===== src/rtl/rvfi_commit_tracker_pkg.sv =====
// rtl/rvfi_commit_tracker_pkg.sv - shared types and defaults for the commit tracker
package rvfi_commit_tracker_pkg;

    localparam int NUM_PORTS_DEF   = 2;
    localparam int XLEN_DEF        = 32;
    localparam int ORDER_W_DEF     = 64;
    localparam int HALT_REPEAT_DEF = 2;
    localparam int WDOG_W_DEF      = 16;

    // Lane PCs are carried at the widest supported XLEN and zero-extended.
    localparam int PC_MAX_W = 64;
    localparam int OFF_W    = 3;

    typedef enum logic [2:0] {
        IDLE,
        RUN,
        HALTED,
        TIMEOUT,
        ERROR
    } tracker_state_e;

    typedef struct packed {
        logic                valid;
        logic [PC_MAX_W-1:0] pc_rdata;
        logic [PC_MAX_W-1:0] pc_wdata;
    } lane_t;

endpackage


===== src/rtl/rvfi_commit_tracker_scan.sv =====
// rtl/rvfi_commit_tracker_scan.sv - combinational per-cycle lane scan (accept mask, offsets, repeat count)
module commit_lane_scan
    import rvfi_commit_tracker_pkg::*;
#(
    parameter int NUM_PORTS   = NUM_PORTS_DEF,
    parameter int HALT_REPEAT = HALT_REPEAT_DEF,
    parameter int RC_W        = 2
) (
    input  lane_t          [NUM_PORTS-1:0]            lanes,
    input  logic           [RC_W-1:0]                 rc,
    input  tracker_state_e                            state,
    output logic           [NUM_PORTS-1:0]            accept,
    output logic           [NUM_PORTS-1:0][OFF_W-1:0] offset,
    output logic           [RC_W-1:0]                 next_rc,
    output logic                                      halt_hit,
    output logic                                      contig_err
);

    logic             gap;
    logic             live;
    logic [OFF_W-1:0] cnt;

    always_comb begin
        gap        = 1'b0;
        contig_err = 1'b0;
        for (int i = 0; i < NUM_PORTS; i++) begin
            if (!lanes[i].valid) gap = 1'b1;
            else if (gap)        contig_err = 1'b1;
        end
    end

    // Lanes past the one that completes the halt loop are not retired.
    always_comb begin
        accept   = '0;
        offset   = '0;
        next_rc  = rc;
        halt_hit = 1'b0;
        cnt      = '0;
        live     = ((state == IDLE) || (state == RUN)) && !contig_err;
        for (int i = 0; i < NUM_PORTS; i++) begin
            offset[i] = cnt;
            if (live && lanes[i].valid && !halt_hit) begin
                accept[i] = 1'b1;
                cnt       = cnt + 1'b1;
                if (lanes[i].pc_rdata == lanes[i].pc_wdata) next_rc = next_rc + 1'b1;
                else                                        next_rc = '0;
                if (next_rc == RC_W'(HALT_REPEAT)) halt_hit = 1'b1;
            end
        end
    end

endmodule


===== src/rtl/rvfi_commit_tracker.sv =====
// rtl/rvfi_commit_tracker.sv - multi-lane retirement order counter with halt, watchdog and contiguity checks
module rvfi_commit_tracker
    import rvfi_commit_tracker_pkg::*;
#(
    parameter int NUM_PORTS   = NUM_PORTS_DEF,
    parameter int XLEN        = XLEN_DEF,
    parameter int ORDER_W     = ORDER_W_DEF,
    parameter int HALT_REPEAT = HALT_REPEAT_DEF,
    parameter int WDOG_W      = WDOG_W_DEF
) (
    input  logic                           clk,
    input  logic                           rst,
    input  logic [NUM_PORTS-1:0]           commit_valid,
    input  logic [NUM_PORTS*XLEN-1:0]      commit_pc_rdata,
    input  logic [NUM_PORTS*XLEN-1:0]      commit_pc_wdata,
    output logic [NUM_PORTS-1:0]           commit_accept,
    output logic [NUM_PORTS*ORDER_W-1:0]   order,
    output logic [ORDER_W-1:0]             commit_count,
    output logic                           halt,
    output logic                           timeout,
    output logic                           error
);

    localparam int RC_W = $clog2(HALT_REPEAT + 1);

    tracker_state_e state_q, state_d;
    logic [ORDER_W-1:0] count_q, count_d;
    logic [RC_W-1:0]    rc_q, rc_d;
    logic [WDOG_W-1:0]  wdog_q, wdog_d;

    lane_t [NUM_PORTS-1:0]            lanes;
    logic  [NUM_PORTS-1:0]            scan_accept;
    logic  [NUM_PORTS-1:0][OFF_W-1:0] scan_offset;
    logic  [RC_W-1:0]                 scan_rc;
    logic                             halt_hit;
    logic                             contig_err;
    logic  [OFF_W-1:0]                n_acc;

    always_comb begin
        lanes = '0;
        for (int i = 0; i < NUM_PORTS; i++) begin
            lanes[i].valid    = commit_valid[i];
            lanes[i].pc_rdata = PC_MAX_W'(commit_pc_rdata[i*XLEN +: XLEN]);
            lanes[i].pc_wdata = PC_MAX_W'(commit_pc_wdata[i*XLEN +: XLEN]);
        end
    end

    commit_lane_scan #(
        .NUM_PORTS  (NUM_PORTS),
        .HALT_REPEAT(HALT_REPEAT),
        .RC_W       (RC_W)
    ) u_scan (
        .lanes      (lanes),
        .rc         (rc_q),
        .state      (state_q),
        .accept     (scan_accept),
        .offset     (scan_offset),
        .next_rc    (scan_rc),
        .halt_hit   (halt_hit),
        .contig_err (contig_err)
    );

    always_ff @(posedge clk or negedge rst) begin
        if (!rst) begin
            state_q <= IDLE;
            count_q <= '0;
            rc_q    <= '0;
            wdog_q  <= '0;
        end else begin
            state_q <= state_d;
            count_q <= count_d;
            rc_q    <= rc_d;
            wdog_q  <= wdog_d;
        end
    end

    // Watchdog expiry is judged on the incremented value, so a commit in that cycle wins.
    always_comb begin
        state_d = state_q;
        count_d = count_q;
        rc_d    = rc_q;
        wdog_d  = wdog_q;
        n_acc   = '0;
        for (int i = 0; i < NUM_PORTS; i++) n_acc = n_acc + OFF_W'(scan_accept[i]);
        if ((state_q == IDLE) || (state_q == RUN)) begin
            count_d = count_q + ORDER_W'(n_acc);
            rc_d    = scan_rc;
            wdog_d  = (|scan_accept) ? '0 : wdog_q + 1'b1;
            if (contig_err)         state_d = ERROR;
            else if (halt_hit)      state_d = HALTED;
            else if (|scan_accept)  state_d = RUN;
            else if (&wdog_d)       state_d = TIMEOUT;
        end
    end

    always_comb begin
        commit_accept = scan_accept;
        commit_count  = count_q;
        halt          = (state_q == HALTED);
        timeout       = (state_q == TIMEOUT);
        error         = (state_q == ERROR);
        order         = '0;
        for (int i = 0; i < NUM_PORTS; i++)
            order[i*ORDER_W +: ORDER_W] = count_q + ORDER_W'(scan_offset[i]);
    end

endmodule

===== config.mk =====
export PLATFORM = sky130hd
export DESIGN_NAME = rvfi_commit_tracker
export DESIGN_NICKNAME = d
export VERILOG_FILES = /design/src/rtl/rvfi_commit_tracker_pkg.sv /design/src/rtl/rvfi_commit_tracker_scan.sv /design/src/rtl/rvfi_commit_tracker.sv
export SDC_FILE = /design/constraint.sdc
export NUM_CORES = 1
export LEC_CHECK = 0
export ABC_CLOCK_PERIOD_IN_PS = 8330
export CORE_AREA = 2 2 126 128
export CTS_CLUSTER_DIAMETER = 80
export DETAILED_ROUTE_END_ITERATION = 7
export DIE_AREA = 0 0 128 130
export GPL_ROUTABILITY_DRIVEN = 0
export GPL_TIMING_DRIVEN = 0
export HOLD_SLACK_MARGIN = 0.06
export PLACE_DENSITY = 0.95
export SLEW_MARGIN = 20
export SYNTH_ARGS = -nofsm -noshare
export SYNTH_HDL_FRONTEND = slang
export SYNTH_SLANG_ARGS = --single-unit

===== constraint.sdc =====
create_clock -name clk -period 8.33 [get_ports clk]
set_input_delay 0.833 -clock clk [delete_from_list [all_inputs] [get_ports clk]]
set_output_delay 0.833 -clock clk [all_outputs]
set_load 0.05 [all_outputs]

==> results of run 1 <==
per-layer routing:
layer | vias up | global-route usage, % | share of wire [%]
met5 | - | 0 | 0
met4 | 0 | 14.4 | 4.7
met3 | 77 | 4.18 | 6.4
met2 | 410 | 55.8 | 56
met1 | 3368 | 27.6 | 33
li1 | 3328 | - | -
where the power goes:
part,internal [mW],switching [mW],total [mW]
Clock,0.203,0.175,0.378
Sequential,0.423,0.0163,0.439
Combinational,0.147,0.167,0.314
Total,0.773,0.358,1.13
cell type report:
cell class	count	area (µm²)
timing repair buffer	329	3310
buffer	92	596
fill	1163	4830
clock buffer	9	225
multi-input combinational	607	3990
antenna	3	7.51
inverter	12	45.0
sequential	85	2130
tap	192	240
clock inverter	7	51.3
worst max-delay path by stage:
stage | startpoint | cells past startpoint | slack, ns | endpoint
after global routing | commit_valid[0] | 12 | 1.55 | order[114]
final | commit_valid[0] | 12 | 1.83 | order[114]
after floorplan | commit_valid[0] | 10 | 2.91 | order[114]
after CTS | commit_valid[0] | 12 | 1.84 | order[114]
after detailed placement | commit_valid[0] | 12 | 1.89 | order[114]
after global placement | commit_valid[0] | 12 | 1.96 | order[122]
placed cells by master, fill, tap and decap left out, drive strengths merged, types with 13 or more instances in the layout:
master,instances
nand3,36
buf,74
o21ai,17
xnor2,111
clkdlybuf4s50,327
nor2,70
clkbuf,29
nand2,91
nor3,25
and3,18
inv,13
xor2,79
nand4,39
nor4,16
dfrtp,85
critical path, delay by kind of cell:
family	cells	cell delay [ns]
AND/OR/NAND/NOR	5	2.46
XOR/XNOR	1	0.16
adder cells (fa/ha/maj)	2	0.56
buffers and inverters	4	1.64
through the flow:
| step | util (%) | cells | area, µm² |
|---|---|---|---|
| 2_1_floorplan | - | 796 | 6760 |
| 3_3_place_gp | 66.7 | 1316 | 10300 |
| 3_5_place_dp | 66.8 | 1317 | 10300 |
| 4_1_cts | 68.6 | 1333 | 10600 |
| 5_1_grt | 68.7 | 1336 | 10600 |
| 6_report | 68.7 | 1336 | 10600 |
state kept, by name, summed over array words and instances (netlist names):
signal / count
state_q: 3
rc_q: 2
wdog_q: 16
commit_count: 64
cells by family (layout without fill, tap and decap cells):
kind of cell	Yosys count	after routing	share of synthesized area (%)
AND/OR/NAND/NOR	358	358	28.1
XOR/XNOR	190	190	24.6
buffers and inverters	104	449	9.48
flip-flops	85	85	31.5
AO/OA/AOI/OAI	49	49	4.52
adder cells (fa/ha/maj)	5	5	1.04
multiplexers	5	5	0.741
other	0	3	0
==> metrics.md, run 1 <==
| Metric | Value |
|---|---|
| Total Die Area | `approximately 17000 µm²` |
| Max Clock Skew | `about 0.0088 ns` |
| Die Width | `128 µm` |
| Core Region | `15400 µm²` |
| Dominant synthesized flop cell | `dfrtp_1` |
| Dpl ws | `about 1.9 ns` |
| DRT antenna net count | `0` |
| Clk slew on worst S/H paths | `~0.070 ns` |
| Critical path class | `in2out` |
| Synth area leaders | `dfrtp_1 (31%), xnor2_1 (14%), xor2_1 (10%), buf_4 (7.2%), nand2_1 (5.0%)` |
| CP Launch Type | `input port` |
| Hold buffers post-CTS | `0` |
| WL final | `23600 µm` |
| Register area share after synthesis | `a little under a third` |
| Final setup viols | `0` |
| Worst Setup End Kind | `output pin` |
| Most frequent cell after synthesis | `xnor2_1` |
| Root Buffer | `clkbuf_16` |
| GRT Total Usage | `between 20 and 30%` |
| Crit-path cells | `clkdlybuf4s50_1 > nor3b_2 > ha_1 > ha_1 > inv_1 > or4_1 > clkbuf_1 > nor4_2 > nand4_1 > nor2_1 > xor2_1 > clkdlybuf4s50_1` |
| Final period utilization | `78.0%` |
| Synth Register Bits | `85` |
| Setup slack after layout | `~1.8 ns` |
| I/O Pins | `between 300 and 400` |
| Final Total Pwr | `~1.1 mW` |
| Total of max-cap violations | `0` |
| Ys async rst share | `100%` |
| RSZ-0062 raised after global routing | `false` |
| Die Y | `approximately 130 µm` |
| Clock latency on the worst-skew pair | `0.34 ns` |
| Leakage power | `4.43 nW` |
| Num CTS Buffers | `9` |
| Reg2reg end | `commit_count[50]` |
| Largest net degree at the start of global routing | `55` |
| CTS tree | `yes` |
| Post-CTS Setup Bufs | `0` |
| Initial drt markers | `680` |
| Worst-case clock buffer depth | `2` |
| CP max FO | `11` |
| Top cell type's share of synthesized area | `about a third` |
| TritonRoute pass-1 iters | `5` |
| Hold Vio Cnt, Final | `0` |
| Mapped Area | `~6800 µm²` |
| FMAX | `154 MHz` |
| Crit path DAT | `approximately 5.7 ns` |
| Initial Util | `a little over two fifths` |
| Syn. warnings | `0` |
| # rows | `between 40 and 50` |
| Final-stage net count | `between 1000 and 1500` |
| Largest stage delay, worst path | `around 0.84 ns` |
| Cell count after synthesis | `796` |
| Layout cells sized above 1 | `under 10%` |
| Worst reg-to-reg path cell count | `14` |
| Min Hold Slack | `around 0.44 ns` |
| Post_cts resized | `0` |
| H-tree depth | `3` |
| Pwr dens | `107 nW/µm²` |
| Per-cell routed wire length | `~18 µm` |
| Hold Crit Class | `in2async` |
| VDD IR max | `roughly 0.09 mV` |
| Tmin final | `~6.5 ns` |
| Worst R2R Setup Slack | `3.63 ns` |
| Total negative slack | `0 ns` |
| PortBufs | `about 330` |
| Final HPWL DP | `19500 µm` |
| Syn Area/Cell | `between 8 and 9 µm²` |
| Post-synth EDFFs | `0` |
| DRC Markers | `0` |
| Status | `finished clean` |
| First-pass GRT wire length | `between 30000 and 40000 µm` |
| RR Startpoint | `state_q[2]` |
| CP max-delay cell | `clkdlybuf4s50_1` |
| Synth top cells by count | `xnor2_1 (111), nand2_1 (90), dfrtp_1 (85)` |
| Vias per Instance | `5.38` |
| Yosys top cell by area | `dfrtp_1` |
| Net Count, Synth | `933` |
| GRT overflow | `0` |
| Initial antenna violation count | `3` |
| Critical Path RT | `around 7.5 ns` |
| Yosys cell types | `58` |
| Max_slew headroom | `41.4%` |
| Area growth, synth to finish | `56.7%` |
| Vias in the first global route | `around 7100` |
| Sink Count | `85` |
| Worst-Margin Slew | `roughly 0.88 ns` |
| Final number of max-transition violations | `0` |
| Routed vias | `roughly 7200` |
Note: power is estimated with default switching activity, not from simulation.
==> inputs of run 2 (changes only) <==
--- a/config.mk
+++ b/config.mk
@@ -5,15 +5,16 @@
 export SDC_FILE = /design/constraint.sdc
 export NUM_CORES = 1
 export LEC_CHECK = 0
-export ABC_CLOCK_PERIOD_IN_PS = 8330
-export CORE_AREA = 2 2 126 128
+export ABC_CLOCK_PERIOD_IN_PS = 6200
+export CORE_ASPECT_RATIO = 1.2
+export CORE_MARGIN = 1
+export CORE_UTILIZATION = 42
 export CTS_CLUSTER_DIAMETER = 80
 export DETAILED_ROUTE_END_ITERATION = 7
-export DIE_AREA = 0 0 128 130
 export GPL_ROUTABILITY_DRIVEN = 0
 export GPL_TIMING_DRIVEN = 0
 export HOLD_SLACK_MARGIN = 0.06
-export PLACE_DENSITY = 0.95
+export PLACE_DENSITY = 0.91
 export SLEW_MARGIN = 20
 export SYNTH_ARGS = -nofsm -noshare
 export SYNTH_HDL_FRONTEND = slang
==> constraint.sdc (replaced) <==
create_clock -name clk -period 6.2 [get_ports clk]
set_input_delay 0.62 -clock clk [delete_from_list [all_inputs] [get_ports clk]]
set_output_delay 0.62 -clock clk [all_outputs]
set_load 0.05 [all_outputs]
==> metrics.md, run 2 (synthesis results as in run 1) <==
| Metric | Value |
|---|---|
| Root Buffer | `clkbuf_16` |
| Post-CTS Setup Bufs | `0` |
| Hold Crit Class | `in2async` |
| # rows | `50` |
| Reg2reg end | `commit_count[58]` |
| Crit path DAT | `between 5 and 6 ns` |
| I/O Pins | `~330` |
| Met3 Usage GRT | `under 10%` |
| Total of max-cap violations | `0` |
| Status | `finished clean` |
| Area growth, synth to finish | `57.4%` |
| FMAX | `~170 MHz` |
| Critical Path RT | `around 5.6 ns` |
| Post_cts resized | `0` |
| TritonRoute pass-1 iters | `7` |
| Largest net degree at the start of global routing | `48` |
| Power share of the clock group | `a little over a third` |
| Vias in the first global route | `~7000` |
| Internal Power | `approximately 1.1 mW` |
| GRT Total Usage | `between 20 and 30%` |
| Final HPWL DP | `a little under 20000 µm` |
| Worst reg-to-reg path cell count | `14` |
| Pwr dens | `~150 nW/µm²` |
| Routed vias | `7256` |
| Die Y | `around 140 µm` |
| DRT antenna net count | `0` |
| Worst Setup End Kind | `output pin` |
| Hold Vio Cnt, Final | `0` |
| Final period utilization | `between 90 and 100%` |
| Commonest non-fill, non-tap cell in the layout | `clkdlybuf4s50_1` |
| Worst-Margin Slew | `0.806 ns` |
| GRT overflow | `0` |
| Final-stage net count | `between 1000 and 1500` |
| Core Region | `~16000 µm²` |
| Worst R2R Setup Slack | `1.65 ns` |
| Tmin final | `between 5 and 6 ns` |
| Sequential power share | `a little under two fifths` |
| Die Width | `approximately 120 µm` |
| CTS tree | `yes` |
| Final Cell Area | `10600 µm²` |
| Critical path class | `in2out` |
| Net Switching | `487 µW` |
| Initial Util | `43.2%` |
| Commonest cells after routing, fill and taps aside | `clkdlybuf4s50_1 (327), xnor2_1 (111), nand2_1 (90), dfrtp_1 (85), xor2_1 (79)` |
| First-pass GRT wire length | `36400 µm` |
| VDD IR max | `about 0.13 mV` |
| Max_slew headroom | `between 40 and 50%` |
| Initial drt markers | `roughly 600` |
| RR Startpoint | `state_q[2]` |
| Num CTS Buffers | `9` |
| Final number of max-transition violations | `0` |
| Sink Count | `85` |
| Clk slew on worst S/H paths | `0.07 ns` |
| Hold buffers post-CTS | `0` |
| CP max FO | `11` |
| PortBufs | `328` |
| Clock latency on the worst-skew pair | `~0.34 ns` |
| Layout cells sized above 1 | `under 10%` |
| Max reg flops | `64` |
| Vias per Instance | `~5.4` |
| Worst-case clock buffer depth | `2` |
| Sw Share | `a little under a third` |
| Total negative slack | `0 ns` |
| Leakage power | `4.45 nW` |
| CP Launch Type | `input port` |
| H-tree depth | `3` |
| Per-cell routed wire length | `~18 µm` |
| RSZ-0062 raised after global routing | `false` |
| Post-DP Area | `roughly 10000 µm²` |
| DRC Markers | `0` |
| GR peak layer | `met2` |
| Max Clock Skew | `0.00981 ns` |
| Total Die Area | `around 17000 µm²` |
| Met1 usage | `around a quarter` |
| Initial antenna violation count | `4` |
| GR Layer Usage met2 | `a little under three fifths` |
| WL final | `around 24000 µm` |
| Final setup viols | `0` |
| Comb pwr share | `a little over a quarter` |
[run 2: power by group through the flow]
stage / clock network (mW) / logic (mW) / registers [mW]
floorplan: 0 / 0.201 / 0.626
global placement: 0 / 0.410 / 0.607
global route: 0.598 / 0.441 / 0.598
detailed placement: 0 / 0.419 / 0.607
finish: 0.564 / 0.420 / 0.596
CTS: 0.570 / 0.421 / 0.596
[run 2: stage by stage]
step	hold slack [ns]	std cells	util (%)	setup slack, ns	total power [mW]
global placement	0.492	1332	65.9	0.410	1.02
detailed placement	0.499	1333	66.0	0.312	1.03
finish	0.258	1351	68.0	0.268	1.58
floorplan	0.324	796	-	1.20	0.828
CTS	0.268	1349	68.0	0.283	1.59
global route	0.281	1349	68.0	0.0971	1.64
[run 2: worst max-delay path: stages]
cell and delay (ns):
clkdlybuf4s50_1 0.48, nor3b_2 0.63, ha_1 0.31, ha_1 0.25, inv_1 0.07, or4_1 0.53, clkbuf_1 0.26, nor4_2 0.66
nand4_1 0.31, nor2_1 0.21, xor2_1 0.16, clkdlybuf4s50_1 0.82
[run 2: area by class of cell]
type                            instances  area, µm²
Inverter                               12       45.0
Clock inverter                          6       68.8
Sequential cell                        85       2130
Tap cell                              208        260
Fill cell                            1170       5000
Antenna cell                            2       5.00
Timing Repair Buffer                  329       3310
Multi-Input combinational cell        607       3990
Buffer                                 92        596
Clock buffer                           10        239
[run 2: layer usage]
metal  part of all wire, %  vias to the layer above
met5                  0.14                        -
li1                      -                     3337
met2                    54                      406
met1                    32                     3423
met3                   8.1                       86
met4                   5.6                        4
[run 2: how the worst max path moves through the flow]
| stage | startpoint | endpoint | cells past startpoint |
|---|---|---|---|
| after global placement | commit_valid[0] | order[114] | 12 |
| after floorplan | commit_valid[0] | order[114] | 10 |
| after global routing | commit_valid[0] | order[122] | 12 |
| after CTS | commit_valid[0] | order[122] | 12 |
| after detailed placement | commit_valid[0] | order[122] | 12 |
| final | commit_valid[0] | order[122] | 12 |
==> inputs of run 3 (changes only) <==
==> constraint.sdc (replaced) <==
create_clock -name clk -period 6.2 [get_ports clk]
set_input_delay 0.62 -clock clk [delete_from_list [all_inputs] [get_ports clk]]
set_output_delay 0.62 -clock clk [all_outputs]
set_load 0.02 [all_outputs]
==> results of run 3 <==
Same layout as run 2 (identical final DEF). Status: finished clean.
Main changes from that run: setup slack after placement 0.312 ns -> 0.511 ns; setup slack after layout 0.268 ns -> 0.467 ns; total power 1.58 mW -> 1.51 mW
